[config.mk]
export PLATFORM = sky130hd
export DESIGN_NAME = xadc_channel_sequencer_flat
export DESIGN_NICKNAME = d
export VERILOG_FILES = /design/src/rtl/xadc_seq_pkg.sv /design/src/rtl/xadc_channel_sequencer_if.sv /design/src/rtl/xadc_prio_next.sv /design/src/rtl/xadc_channel_sequencer.sv /design/src/flat_wrapper.sv
export SDC_FILE = /design/constraint.sdc
export NUM_CORES = 1
export LEC_CHECK = 0
export BUFFER_PORTS_ARGS = -buffer_cell sky130_fd_sc_hd__buf_4
export CORE_ASPECT_RATIO = 0.8
export CORE_MARGIN = 5
export CORE_UTILIZATION = 35
export DETAILED_ROUTE_END_ITERATION = 10
export SLEW_MARGIN = 20
export SYNTH_ARGS = -nofsm -noshare
export SYNTH_HDL_FRONTEND = slang
export SYNTH_SLANG_ARGS = --single-unit
[constraint.sdc]
create_clock -name Clk -period 2.4 [get_ports Clk]
set_input_delay 0.48 -clock Clk [delete_from_list [all_inputs] [get_ports Clk]]
set_output_delay 0.48 -clock Clk [all_outputs]
set_load 0.05 [all_outputs]
[src/rtl/xadc_seq_pkg.sv]
// Shared types and DRP constants for the XADC channel sequencer.
// Addresses and config values target single-channel event mode.
package xadc_seq_pkg;

  typedef enum logic [3:0] {
    IDLE,
    CFG_WR,
    CFG_WAIT,
    CONV,
    EOC_WAIT,
    RD,
    RD_WAIT,
    STORE,
    DONE
  } seq_state_t;

  localparam logic [6:0]  CFG0_ADDR     = 7'h40;
  localparam logic [6:0]  VAUX_RES_BASE = 7'h10;
  localparam logic [4:0]  VAUX_CH_BASE  = 5'h10;
  localparam logic [15:0] CFG0_BASE     = 16'h0200;

endpackage

[src/rtl/xadc_channel_sequencer_if.sv]
// DRP / conversion-control bundle between the sequencer (master) and xadc_wiz_0 (slave).
interface xadc_channel_sequencer_if;
  logic [6:0]  ADC_Address;
  logic        Data_En;
  logic        Data_We;
  logic [15:0] Data_Out;
  logic        ADC_SC;
  logic        ADC_Busy;
  logic        ADC_EOC;
  logic        Data_Rdy;
  logic [15:0] ADC_Data_in;

  modport master (
    output ADC_Address, Data_En, Data_We, Data_Out, ADC_SC,
    input  ADC_Busy, ADC_EOC, Data_Rdy, ADC_Data_in
  );

  modport slave (
    input  ADC_Address, Data_En, Data_We, Data_Out, ADC_SC,
    output ADC_Busy, ADC_EOC, Data_Rdy, ADC_Data_in
  );
endinterface

[src/rtl/xadc_prio_next.sv]
// Finds the next enabled channel: lowest set bit when starting a frame,
// otherwise the lowest set bit strictly above the current index (no wrap).
module xadc_prio_next (
  input  logic [15:0] mask,
  input  logic [3:0]  cur,
  input  logic        from_start,
  output logic [3:0]  nxt,
  output logic        none
);

  always_comb begin
    nxt  = '0;
    none = 1'b1;
    // Descending scan so the lowest qualifying bit is the last one written.
    for (int i = 15; i >= 0; i--) begin
      if (mask[i] && (from_start || (4'(i) > cur))) begin
        nxt  = 4'(i);
        none = 1'b0;
      end
    end
  end

endmodule

[src/rtl/xadc_channel_sequencer.sv]
// Round-robin XADC DRP sequencer: per Start, configures, converts and reads each enabled VAUX channel.
// Optional build macro XSEQ_AVG_EN turns on a 1/4-weight running average per channel.
module xadc_channel_sequencer
  import xadc_seq_pkg::*;
#(
  parameter  int TIMEOUT_CLKS = 4096,
  localparam int TW           = $clog2(TIMEOUT_CLKS + 1)
) (
  input  logic                      Clk,
  input  logic                      Reset,
  input  logic                      Start,
  input  logic [15:0]               ChanMask,
  xadc_channel_sequencer_if.master  drp,
  input  logic [3:0]                RdIdx,
  output logic [11:0]               RdData,
  output logic                      RdValid,
  output logic                      Frame_Done,
  output logic                      Seq_Busy,
  output logic                      Error
);

  seq_state_t      state_q, state_d;
  logic [15:0]     mask_q;
  logic [3:0]      idx_q;
  logic [11:0]     sample_q;
  logic [TW-1:0]   tmo_q;
  logic            err_q;
  logic [11:0]     result_q [16];
  logic [15:0]     valid_q;
  logic [11:0]     store_val;

  logic [15:0]     prio_mask;
  logic            prio_first, prio_none;
  logic [3:0]      prio_nxt;
  logic            in_wait, wait_evt, timed_out;
  logic            load_start, advance, do_store, capture, set_err;
  logic            unused_status;

  assign unused_status = ^{drp.ADC_Busy, drp.ADC_Data_in[3:0]};

  assign prio_first = (state_q == IDLE);
  assign prio_mask  = prio_first ? ChanMask : mask_q;

  xadc_prio_next u_prio (
    .mask       (prio_mask),
    .cur        (idx_q),
    .from_start (prio_first),
    .nxt        (prio_nxt),
    .none       (prio_none)
  );

  assign in_wait   = (state_q == CFG_WAIT) || (state_q == EOC_WAIT) || (state_q == RD_WAIT);
  assign wait_evt  = (state_q == EOC_WAIT) ? drp.ADC_EOC : drp.Data_Rdy;
  assign timed_out = in_wait && !wait_evt && (tmo_q == TW'(TIMEOUT_CLKS));

  always_comb begin
    state_d    = state_q;
    load_start = 1'b0;
    advance    = 1'b0;
    do_store   = 1'b0;
    capture    = 1'b0;
    set_err    = 1'b0;
    case (state_q)
      IDLE: if (Start) begin
        load_start = 1'b1;
        state_d    = prio_none ? DONE : CFG_WR;
      end
      CFG_WR:   state_d = CFG_WAIT;
      CFG_WAIT: if (drp.Data_Rdy) state_d = CONV;
      CONV:     state_d = EOC_WAIT;
      EOC_WAIT: if (drp.ADC_EOC) state_d = RD;
      RD:       state_d = RD_WAIT;
      RD_WAIT: if (drp.Data_Rdy) begin
        capture = 1'b1;
        state_d = STORE;
      end
      STORE: begin
        do_store = 1'b1;
        advance  = 1'b1;
      end
      DONE:     state_d = IDLE;
      default:  state_d = IDLE;
    endcase
    // An abandoned channel leaves its result untouched and moves on.
    if (timed_out) begin
      set_err = 1'b1;
      advance = 1'b1;
    end
    if (advance) state_d = prio_none ? DONE : CFG_WR;
  end

  always_comb begin
    drp.Data_En     = (state_q == CFG_WR) || (state_q == RD);
    drp.Data_We     = (state_q == CFG_WR);
    drp.ADC_SC      = (state_q == CONV);
    drp.ADC_Address = '0;
    drp.Data_Out    = '0;
    if (state_q == CFG_WR) begin
      drp.ADC_Address = CFG0_ADDR;
      drp.Data_Out    = CFG0_BASE | {11'b0, 5'(VAUX_CH_BASE + {1'b0, idx_q})};
    end else if (state_q == RD) begin
      drp.ADC_Address = VAUX_RES_BASE + {3'b0, idx_q};
    end
  end

`ifdef XSEQ_AVG_EN
  function automatic logic [11:0] avg_update(input logic [11:0] acc, input logic [11:0] s);
    return acc - (acc >> 2) + (s >> 2);
  endfunction

  assign store_val = valid_q[idx_q] ? avg_update(result_q[idx_q], sample_q) : sample_q;
`else
  assign store_val = sample_q;
`endif

  always_ff @(posedge Clk or negedge Reset) begin
    if (!Reset) begin
      state_q <= IDLE;
      mask_q  <= '0;
      idx_q   <= '0;
      tmo_q   <= '0;
      err_q   <= 1'b0;
      valid_q <= '0;
      for (int i = 0; i < 16; i++) result_q[i] <= '0;
    end else begin
      state_q <= state_d;
      // Counter restarts whenever a wait state is left, so each wait gets a full budget.
      if (in_wait && (state_d == state_q)) tmo_q <= tmo_q + TW'(1);
      else                                 tmo_q <= '0;
      if (load_start) begin
        mask_q <= ChanMask;
        idx_q  <= prio_nxt;
        err_q  <= 1'b0;
      end
      if (advance) idx_q <= prio_nxt;
      if (set_err) err_q <= 1'b1;
      if (do_store) begin
        result_q[idx_q] <= store_val;
        valid_q[idx_q]  <= 1'b1;
      end
    end
  end

  always_ff @(posedge Clk) begin
    if (capture) sample_q <= drp.ADC_Data_in[15:4];
  end

  assign RdData     = result_q[RdIdx];
  assign RdValid    = valid_q[RdIdx];
  assign Frame_Done = (state_q == DONE);
  assign Seq_Busy   = (state_q != IDLE);
  assign Error      = err_q;

endmodule

[src/flat_wrapper.sv]
// flat-port wrapper written by rule: the top's interface ports become plain ports
module xadc_channel_sequencer_flat import xadc_seq_pkg::*;
#(
  parameter  int TIMEOUT_CLKS = 4096,
  localparam int TW           = $clog2(TIMEOUT_CLKS + 1)
)
  (Clk, Reset, Start, ChanMask, RdIdx, RdData, RdValid, Frame_Done, Seq_Busy, Error, drp_ADC_Address, drp_Data_En, drp_Data_We, drp_Data_Out, drp_ADC_SC, drp_ADC_Busy, drp_ADC_EOC, drp_Data_Rdy, drp_ADC_Data_in);
  xadc_channel_sequencer_if drp_i ();
  input  logic Clk;
  input  logic Reset;
  input  logic Start;
  input  logic [15:0] ChanMask;
  input  logic [3:0] RdIdx;
  output logic [11:0] RdData;
  output logic RdValid;
  output logic Frame_Done;
  output logic Seq_Busy;
  output logic Error;
  output wire logic [$bits(drp_i.ADC_Address)-1:0] drp_ADC_Address;
  output wire logic [$bits(drp_i.Data_En)-1:0] drp_Data_En;
  output wire logic [$bits(drp_i.Data_We)-1:0] drp_Data_We;
  output wire logic [$bits(drp_i.Data_Out)-1:0] drp_Data_Out;
  output wire logic [$bits(drp_i.ADC_SC)-1:0] drp_ADC_SC;
  input wire logic [$bits(drp_i.ADC_Busy)-1:0] drp_ADC_Busy;
  input wire logic [$bits(drp_i.ADC_EOC)-1:0] drp_ADC_EOC;
  input wire logic [$bits(drp_i.Data_Rdy)-1:0] drp_Data_Rdy;
  input wire logic [$bits(drp_i.ADC_Data_in)-1:0] drp_ADC_Data_in;
  assign drp_ADC_Address = drp_i.ADC_Address;
  assign drp_Data_En = drp_i.Data_En;
  assign drp_Data_We = drp_i.Data_We;
  assign drp_Data_Out = drp_i.Data_Out;
  assign drp_ADC_SC = drp_i.ADC_SC;
  assign drp_i.ADC_Busy = drp_ADC_Busy;
  assign drp_i.ADC_EOC = drp_ADC_EOC;
  assign drp_i.Data_Rdy = drp_Data_Rdy;
  assign drp_i.ADC_Data_in = drp_ADC_Data_in;
  xadc_channel_sequencer #(.TIMEOUT_CLKS(TIMEOUT_CLKS)) u_core (.Clk(Clk), .Reset(Reset), .Start(Start), .ChanMask(ChanMask), .drp(drp_i), .RdIdx(RdIdx), .RdData(RdData), .RdValid(RdValid), .Frame_Done(Frame_Done), .Seq_Busy(Seq_Busy), .Error(Error));
endmodule
==> results of run 1 <==
[area by class of cell]
type | count | area [um2]
repair buffers | 121 | 1240
clock inverters | 12 | 140
multi-input cells | 511 | 5250
well taps | 465 | 582
inverters | 11 | 41.3
fillers | 3089 | 19300
clock buffers | 40 | 806
flip-flops and latches | 257 | 6490
[registers in the layout, summed over array words and instances, names as in the netlist]
name	cells
u_core.idx_q	4
u_core.mask_q	15
u_core.result_q	192
u_core.tmo_q	13
u_core.valid_q	16
u_core.sample_q	12
u_core.Error	1
u_core.state_q	4
[worst max-delay path by stage]
stage | depth (start not counted) | end | from
2_1_floorplan | 3 | drp_Data_Out[0] | u_core.state_q[1]
3_3_place_gp | 5 | RdData[9] | RdIdx[0]
3_5_place_dp | 5 | RdData[9] | RdIdx[0]
4_1_cts | 3 | RdData[4] | u_core.result_q[4]
5_1_grt | 3 | RdData[4] | u_core.result_q[4]
6_report | 3 | RdData[4] | u_core.result_q[52]
[placed cells by master, fill, tap and decap left out, types with 4 or more instances in the layout]
| cell type | n |
|---|---|
| xnor2_1 | 5 |
| nand2_1 | 22 |
| clkbuf_1 | 6 |
| nand3_1 | 15 |
| nor4_1 | 4 |
| or2_2 | 13 |
| edfxtp_1 | 12 |
| buf_6 | 15 |
| xor2_1 | 8 |
| clkbuf_16 | 29 |
| mux2_2 | 205 |
| mux4_2 | 65 |
| nor2b_1 | 6 |
| clkbuf_8 | 6 |
| nor3_1 | 8 |
| o21ai_0 | 11 |
| and3_1 | 6 |
| buf_12 | 20 |
| a21oi_1 | 16 |
| buf_4 | 83 |
| nand2b_1 | 12 |
| inv_1 | 10 |
| conb_1 | 11 |
| dfrtp_1 | 242 |
| nor2_2 | 10 |
| and2_1 | 5 |
| nor2_1 | 34 |
[cell families after synthesis]
logic type                 share of synthesized area [%]
muxes                                               31.3
DFF                                                 53.8
and+or+nand+nor                                     6.85
buffers and inverters                               3.55
AOI/OAI and AO/OA                                   3.35
xor gates and xnor gates                           0.943
adders and majority gates                          0.207
other                                             0.0311
[per-layer routing]
metal | GRT usage (%) | share of wire, %
met1 | 21.0 | 46
met2 | 24.3 | 49
met3 | 1.95 | 2.9
met4 | 3.29 | 1.9
met5 | 0 | 0
[power groups by stage]
stage	logic [uW]	clock network, uW	registers (uW)
2_1_floorplan	3560	0	6140
3_3_place_gp	4330	0	6520
3_5_place_dp	4420	0	6540
4_1_cts	4530	4470	6480
5_1_grt	4910	4650	6660
6_report	4530	4350	6500
[stage by stage]
step	total power [uW]	cells	setup WS, ps
global placement	10900	1359	-195
floorplan	9710	849	-280
CTS	15500	1415	-210
finish	15400	1417	-175
global route	16200	1417	-224
detailed placement	11000	1359	-196
[what timing repair did]
action,CTS,global route
setup buffers,3,1
pin swaps,1,2
hold buffers,1,0
resized for setup,19,8
cloned,0,1
endpoints found under the hold margin,63,0
setup endpoints to repair,21,24
==> metrics.txt, run 1 <==
Async S/R FF share, synth=95.3%; Vias/cell=5.11; Root Driver=clkbuf_16; final setup margin=-175 ps; Least-Margin Pin Slew=583 ps; Critical Path Source Type=flop; final period utilization=107%; clock skew=11.8 ps; Reg-to-Reg Start=u_core.state_q[3]; Logic pwr share=29.5%; internal power=10,500 uW; # clock sinks=257; WL final=28,400 um; switch share=31.5%; Core Region=0.0339 mm2; via count=7,234; sw power=4840 uW; Post-synth top cells=dfrtp_1, mux2_2, mux4_2; final setup violation count=13; Final TNS setup=-1870 ps; GR Util All Layers=14.8%; IO Pins=84; RSZ-0062 raised after global routing=true; Final Hold Slack=115 ps; initial antenna violation count=0; Final min period=2580 ps; CTS HTree Levels=1; Bufs on Longest Clock Path=3; TritonCTS clock tree=built; die width=218 um; CP Cell Sequence=mux4_2 > mux4_2 > buf_6; Fmax achieved=388 MHz; Area contributors post-synth=dfrtp_1, mux2_2, mux4_2; FF-to-FF path depth=6; Sequential Power Share=42.2%; top-count cell post-synth=dfrtp_1; area leader, netlist=dfrtp_1; fin util=43.0%; #FFs+latches synth=257; clock network fraction of total power=28.3%; Crit Path Class=flop to output pin; Max Slew Vio Count=0; Cell Area, Placed=0.0134 mm2; status=complete, but fails checks; first-iteration detailed-routing DRC count=503; first-pass GRT wire length=44,500 um; crit path buf inv count=1; Power Density=1060 mW/mm2; reg2reg end=u_core.result_q[126]; max cap viols=0; worst min path class=input port to flop; largest net degree at the start of global routing=71; full die area=0.0383 mm2; Synth Cell Area=0.0121 mm2; ant diodes=0; Hold Path Depth=1; num rows=60; clock-pin transition on the worst setup and hold timing paths=60 ps; Mapped Cells=839; Initial Utilization=35.7%; Worst Path Required=1920 ps; CP endpoint kind=output pin; most frequent CP cell=mux4_2; hold_sp=drp_ADC_Data_in[10]; worst-path cell with the longest stage delay=mux4_2; ys flop type=dfrtp_1; peak supply drop=0.506 mV; final instance area=0.0146 mm2; final-report hold violation count=0; Avg Inst Size Synth=14.4 um2; number of global-route vias before repair=7,469; EDFF count, synth=12; antenna viol nets, final=0; # DRC=0; drt first pass iters=5; hpwl dp=17,600 um; P&R area growth vs syn=20.5%; crit-path leading delay family=multiplexers; Max FO, Critical Path=2; Synth top area share=50.8%; Nets=974; Slew HR=61.2%; Syn. warnings=0; Largest stage delay, worst path=520 ps; worst skew pair latency=540 ps; flop-to-flop setup slack=300 ps; Buffers on Ports=67; Hold EP=u_core.sample_q[6]; GRT overflow=0; WL per Instance=20.1 um; Seq/Total Area, Yosys=53.8%; routability cong.=0.829; fraction of layout cells with a size suffix above 1=49.8%; Netlist cell types=60; Pleak=0.00662 uW; Die H=176 um; CTS Buf Count=28; Worst Path Arrival=2100 ps; failing checks=setup timing
Power figures use the tool's default switching activity.
==> run 2: changes to the inputs <==
--- a/config.mk
+++ b/config.mk
@@ -10,6 +10,7 @@
 export CORE_MARGIN = 5
 export CORE_UTILIZATION = 35
 export DETAILED_ROUTE_END_ITERATION = 10
+export RECOVER_POWER = 50
 export SLEW_MARGIN = 20
 export SYNTH_ARGS = -nofsm -noshare
 export SYNTH_HDL_FRONTEND = slang
==> constraint.sdc (replaced) <==
create_clock -name Clk -period 2.4 [get_ports Clk]
set_input_delay 0.12 -clock Clk [delete_from_list [all_inputs] [get_ports Clk]]
set_output_delay 0.12 -clock Clk [all_outputs]
set_load 0.05 [all_outputs]
==> metrics.txt, run 2 (same netlist as run 1, synthesis figures left out) <==
status=complete, but fails checks (unchanged); failing checks=capacitance limit, slew limit (was setup timing); CTS HTree Levels=1 (unchanged); Cell Area, Placed=0.0133 mm2 (was 0.0134 mm2); worst skew pair latency=540 ps (about the same); Max Slew Vio Count=74 (was 0); Final Hold Slack=175 ps (was 115 ps); Reg-to-Reg Start=u_core.state_q[3] (unchanged); ant diodes=0 (unchanged); worst min path class=input port to flop (unchanged); num rows=60 (unchanged); WL final=28,200 um (was 28,400 um); max cap viols=1 (was 0); Final min period=2240 ps (was 2580 ps); Max FO, Critical Path=2 (unchanged); IO Pins=84 (unchanged); Die H=176 um (unchanged); Pleak=0.00656 uW (was 0.00662 uW); P&R area growth vs syn=19.6% (was 20.5%); Slew HR=-26.4% (was 61.2%); Largest register FFs=192 (unchanged); internal power=10,100 uW (was 10,500 uW); initial antenna violation count=0 (unchanged); Least-Margin Pin Slew=1900 ps (was 583 ps); Power Density=1030 mW/mm2 (was 1060 mW/mm2); die width=218 um (unchanged); hpwl dp=17,400 um (was 17,600 um); first-pass GRT wire length=45,700 um (was 44,500 um); clock-pin transition on the worst setup and hold timing paths=60 ps (about the same); final instance area=0.0144 mm2 (was 0.0146 mm2); Critical Path Source Type=flop (unchanged); Buffers on Ports=67 (unchanged); FF-to-FF path depth=6 (unchanged); number of global-route vias before repair=7,742 (was 7,469); sw power=4730 uW (was 4840 uW); flop-to-flop setup slack=270 ps (was 300 ps); Hold EP=u_core.state_q[0] (was u_core.sample_q[6]); Nets=990 (was 974); biggest regs=u_core.result_q (192), u_core.valid_q (16), u_core.mask_q (15) (unchanged); fraction of layout cells with a size suffix above 1=45.2% (was 49.8%); GR Util All Layers=15.0% (was 14.8%); Fmax achieved=445 MHz (was 388 MHz); Final TNS setup=0 ps (was -1870 ps); antenna viol nets, final=0 (unchanged); peak supply drop=0.460 mV (was 0.506 mV); switch share=31.9% (was 31.5%); clock network fraction of total power=26.4% (was 28.3%); Worst Path Required=2280 ps (was 1920 ps); final setup margin=155 ps (was -175 ps); Largest Register=u_core.result_q (unchanged); CTS Buf Count=28 (unchanged); clock skew=17.8 ps (was 11.8 ps); first-iteration detailed-routing DRC count=517 (was 503); # clock sinks=257 (unchanged); Worst Path Arrival=2120 ps (was 2100 ps); fin cells=1,431 (was 1,417); Crit Path Class=flop to output pin (unchanged); GRT overflow=0 (unchanged); # fillers=3,085 (was 3,089); final period utilization=93.5% (was 107%); largest net degree at the start of global routing=76 (was 71); commonest non-fill, non-tap cell in the layout=dfrtp_1 (unchanged); hold_sp=Start (was drp_ADC_Data_in[10]); RSZ-0062 raised after global routing=false (was true); most frequent cells in the layout=dfrtp_1, mux2_2, buf_4 (unchanged); Vias/cell=5.08 (was 5.11); Sequential Power Share=43.8% (was 42.2%); Bufs on Longest Clock Path=3 (unchanged); placed cell count=1,350 (was 1,359); final-report hold violation count=0 (unchanged); drt first pass iters=5 (unchanged); via count=7,269 (was 7,234); Place WS=322 ps (was -196 ps); Root Driver=clkbuf_16 (unchanged); full die area=0.0383 mm2 (unchanged); # DRC=0 (unchanged); Initial Utilization=35.7% (unchanged); Hold Path Depth=5 (was 1); Core Region=0.0339 mm2 (unchanged); Logic pwr share=29.8% (was 29.5%); final setup violation count=0 (was 13); CP endpoint kind=output pin (unchanged); TritonCTS clock tree=built (unchanged); WL per Instance=19.7 um (was 20.1 um); reg2reg end=u_core.result_q[130] (was u_core.result_q[126]); routability cong.=0.794 (was 0.829)
run 2: changes by cell type in the layout (fill, tap and decap cells not counted), sizes merged:
cell	delta
buf	-33
bufinv	-2
clkbuf	+19
clkinv	+3
clkinvlp	-2
dlygate4sd3	+30
inv	-1
run 2: critical path: stages (launching register included):
cell and delay [ps]:
dfrtp_1 380, mux4_2 500, mux4_2 490, buf_4 210
run 2: repair_timing:
item                       CTS  global route
hold buffers                31             0
setup buffers                0             0
hold endpoints to repair    96             0
setup endpoints to repair    0             2
resized for setup            0             1
run 2: stage by stage:
step,total power (uW),util (%)
finish,14800,42.6
global route,15700,42.6
CTS,15000,42.7
detailed placement,11000,39.4
global placement,10800,39.4
floorplan,9690,-
run 2: area by class of cell:
class | count | area (um2) | area share, %
flip-flops and latches | 257 | 6490 | 45.0
inverters | 11 | 41.3 | 0.286
clock inverters | 10 | 63.8 | 0.442
repair buffers | 137 | 1290 | 8.92
clock buffers | 40 | 766 | 5.30
multi-input cells | 511 | 5210 | 36.1
well taps | 465 | 582 | 4.03
run 2: worst max path at each step:
stage / start / endpoint / slack, ps / depth (start not counted)
3_3_place_gp: u_core.state_q[0] / u_core.state_q[0] / 320 / 7
3_5_place_dp: u_core.state_q[0] / u_core.state_q[0] / 320 / 7
2_1_floorplan: u_core.state_q[1] / drp_Data_Out[0] / 80 / 3
6_report: u_core.result_q[152] / RdData[8] / 160 / 3
4_1_cts: u_core.state_q[1] / drp_Data_Out[2] / 10 / 4
5_1_grt: Reset / u_core.tmo_q[6] / 20 / 3
run 2: power by group through the flow:
| stage | Clock, uW | Combinational, uW | Sequential (uW) |
|---|---|---|---|
| 2_1_floorplan | 0 | 3550 | 6140 |
| 3_3_place_gp | 0 | 4310 | 6500 |
| 3_5_place_dp | 0 | 4400 | 6550 |
| 4_1_cts | 4040 | 4470 | 6490 |
| 5_1_grt | 4220 | 4810 | 6660 |
| 6_report | 3910 | 4420 | 6490 |
run 2: per-layer routing:
layer  vias up  GRT usage, %  routed length (um)
li1       3277             -                   -
met1      3814          22.2               13300
met2       137          23.8               13300
met3        41          1.90                 982
met4         0          3.66                 622
met5         -             0                   0
==> run 3: changes to the inputs <==
--- a/config.mk
+++ b/config.mk
@@ -5,11 +5,12 @@
 export SDC_FILE = /design/constraint.sdc
 export NUM_CORES = 1
 export LEC_CHECK = 0
-export BUFFER_PORTS_ARGS = -buffer_cell sky130_fd_sc_hd__buf_4
+export BUFFER_PORTS_ARGS = -buffer_cell sky130_fd_sc_hd__buf_2
 export CORE_ASPECT_RATIO = 0.8
 export CORE_MARGIN = 5
-export CORE_UTILIZATION = 35
+export CORE_UTILIZATION = 55
 export DETAILED_ROUTE_END_ITERATION = 10
+export PLACE_DENSITY = 0.77
 export RECOVER_POWER = 50
 export SLEW_MARGIN = 20
 export SYNTH_ARGS = -nofsm -noshare
==> metrics.txt, run 3 (same netlist as run 1, synthesis figures left out) <==
status=complete, but fails checks (unchanged); failing checks=capacitance limit, slew limit (unchanged); most frequent cells in the layout=dfrtp_1, mux2_2, mux4_2 (was dfrtp_1, mux2_2, buf_4); clock skew=11.0 ps (was 17.8 ps); first-pass GRT wire length=43,800 um (was 45,700 um); Die H=143 um (was 176 um); ant diodes=0 (unchanged); clock-pin transition on the worst setup and hold timing paths=60 ps (about the same); worst min path class=input port to flop (unchanged); first-iteration detailed-routing DRC count=594 (was 517); max cap viols=1 (unchanged); Power Density=1070 mW/mm2 (was 1030 mW/mm2); IO Pins=84 (unchanged); die width=176 um (was 218 um); Worst Path Required=2280 ps (about the same); Setup crit end=RdData[1] (was RdData[8]); number of global-route vias before repair=7,755 (was 7,742); final setup violation count=0 (unchanged); final-report hold violation count=0 (unchanged); crit path launch=u_core.result_q[1] (was u_core.result_q[152]); CTS HTree Levels=1 (unchanged); FF/Latch Area=0.00649 mm2 (unchanged); FF-to-FF path depth=6 (unchanged); multi-input logic area=0.00520 mm2 (was 0.00521 mm2); Root Driver=clkbuf_16 (unchanged); fin cells=1,240 (was 1,431); GR Util All Layers=22.1% (was 15.0%); Largest Register=u_core.result_q (unchanged); largest net degree at the start of global routing=72 (was 76); Critical Path Source Type=flop (unchanged); peak supply drop=0.531 mV (was 0.460 mV); num rows=48 (was 60); Max FO, Critical Path=2 (unchanged); fin util=64.8% (was 42.6%); via count=7,378 (was 7,269); full die area=0.0250 mm2 (was 0.0383 mm2); Pleak=0.00657 uW (was 0.00656 uW); WL met1=12,000 um (was 13,300 um); final period utilization=96.0% (was 93.5%); Max Slew Vio Count=71 (was 74); Nets=994 (was 990); fraction of layout cells with a size suffix above 1=46.3% (was 45.2%); met3 wire len=1360 um (was 982 um); Final min period=2300 ps (was 2240 ps); CP endpoint kind=output pin (unchanged); hold_sp=drp_Data_Rdy (was Start); GRT overflow=0 (unchanged); P&R area growth vs syn=16.0% (was 19.6%); RSZ-0062 raised after global routing=false (unchanged); Initial Utilization=55.9% (was 35.7%); Vias/cell=5.95 (was 5.08); Core Region=0.0216 mm2 (was 0.0339 mm2); WL final=26,500 um (was 28,200 um); worst skew pair latency=520 ps (was 540 ps); Buffers on Ports=67 (unchanged); Worst Path Arrival=2180 ps (was 2120 ps); biggest regs=u_core.result_q (192), u_core.valid_q (16), u_core.mask_q (15) (unchanged); TritonCTS clock tree=built (unchanged); reg2reg end=u_core.result_q[65] (was u_core.result_q[130]); # fillers=1,500 (was 3,085); Largest register FFs=192 (unchanged); Fmax achieved=434 MHz (was 445 MHz); post-CTS setup buffer count=0 (unchanged); drt first pass iters=5 (unchanged); Final TNS setup=0 ps (unchanged); flop-to-flop setup slack=270 ps (about the same); # DRC=0 (unchanged); Bufs on Longest Clock Path=3 (unchanged); Reg-to-Reg Start=u_core.state_q[2] (was u_core.state_q[3]); routability cong.=0.884 (was 0.794); # clock sinks=257 (unchanged); antenna viol nets, final=0 (unchanged); placed cell count=1,169 (was 1,350); Top Metal Used=met4 (unchanged); CTS Buf Count=25 (was 28); WL per Instance=21.4 um (was 19.7 um); Least-Margin Pin Slew=1890 ps (was 1900 ps); Slew HR=-26.2% (was -26.4%); hpwl dp=16,900 um (was 17,400 um); Crit Path Class=flop to output pin (unchanged); routed wl met2=12,600 um (was 13,300 um); initial antenna violation count=0 (unchanged); commonest non-fill, non-tap cell in the layout=dfrtp_1 (unchanged)
-- run 3: how the worst min path moves through the flow --
| stage | endpoint | slack (ps) | cells past startpoint |
|---|---|---|---|
| 6_report | u_core.state_q[0] | 5 | 4 |
| 5_1_grt | u_core.state_q[0] | 30 | 4 |
| 4_1_cts | u_core.state_q[0] | 8 | 4 |
| 3_5_place_dp | u_core.state_q[1] | 140 | 1 |
| 3_3_place_gp | u_core.tmo_q[5] | 130 | 1 |
| 2_1_floorplan | u_core.Error | -180 | 0 |
-- run 3: layer usage --
metal / up-vias / global-route usage (%)
met4: 0 / 4.88
met5: - / 0
li1: 3279 / -
met3: 41 / 4.01
met1: 3868 / 32.6
met2: 190 / 35.1
-- run 3: final cells by class --
type	instances	area share, %
Inverter	11	0.295
Tap cell	275	2.46
Multi-Input combinational cell	511	37.1
Timing Repair Buffer	144	7.72
Clock inverter	9	1.06
Sequential cell	257	46.3
Clock buffer	33	5.04
-- run 3: worst max-delay path, cell delays in order (launching register included) --
cell,delay (ps)
dfrtp_1,390
mux4_2,500
mux4_2,540
buf_2,240
-- run 3: repair_timing --
action | in CTS | in global routing
hold buffers | 29 | 0
setup endpoints to repair | 0 | 1
gates resized for setup | 0 | 1
endpoints found under the hold margin | 93 | 0
-- run 3: power breakdown --
| part | switching (uW) | internal [uW] | leakage (uW) |
|---|---|---|---|
| sequential | 867 | 5620 | 0.00339 |
| clock | 1630 | 2480 | 0.000424 |
| combinational | 2160 | 2180 | 0.00275 |
| total | 4660 | 10300 | 0.00657 |
-- run 3: metrics by stage --
stage / cell area (um2) / hold WS [ps] / power (uW) / worst slack, ps
floorplan: 12100 / -176 / 9690 / 80.3
global placement: 12900 / 130 / 10600 / 352
global route: 14000 / 25.5 / 15700 / 66.0
detailed placement: 12900 / 141 / 10800 / 340
finish: 14000 / 5.08 / 14900 / 97.2
CTS: 14100 / 7.99 / 15000 / 96.1
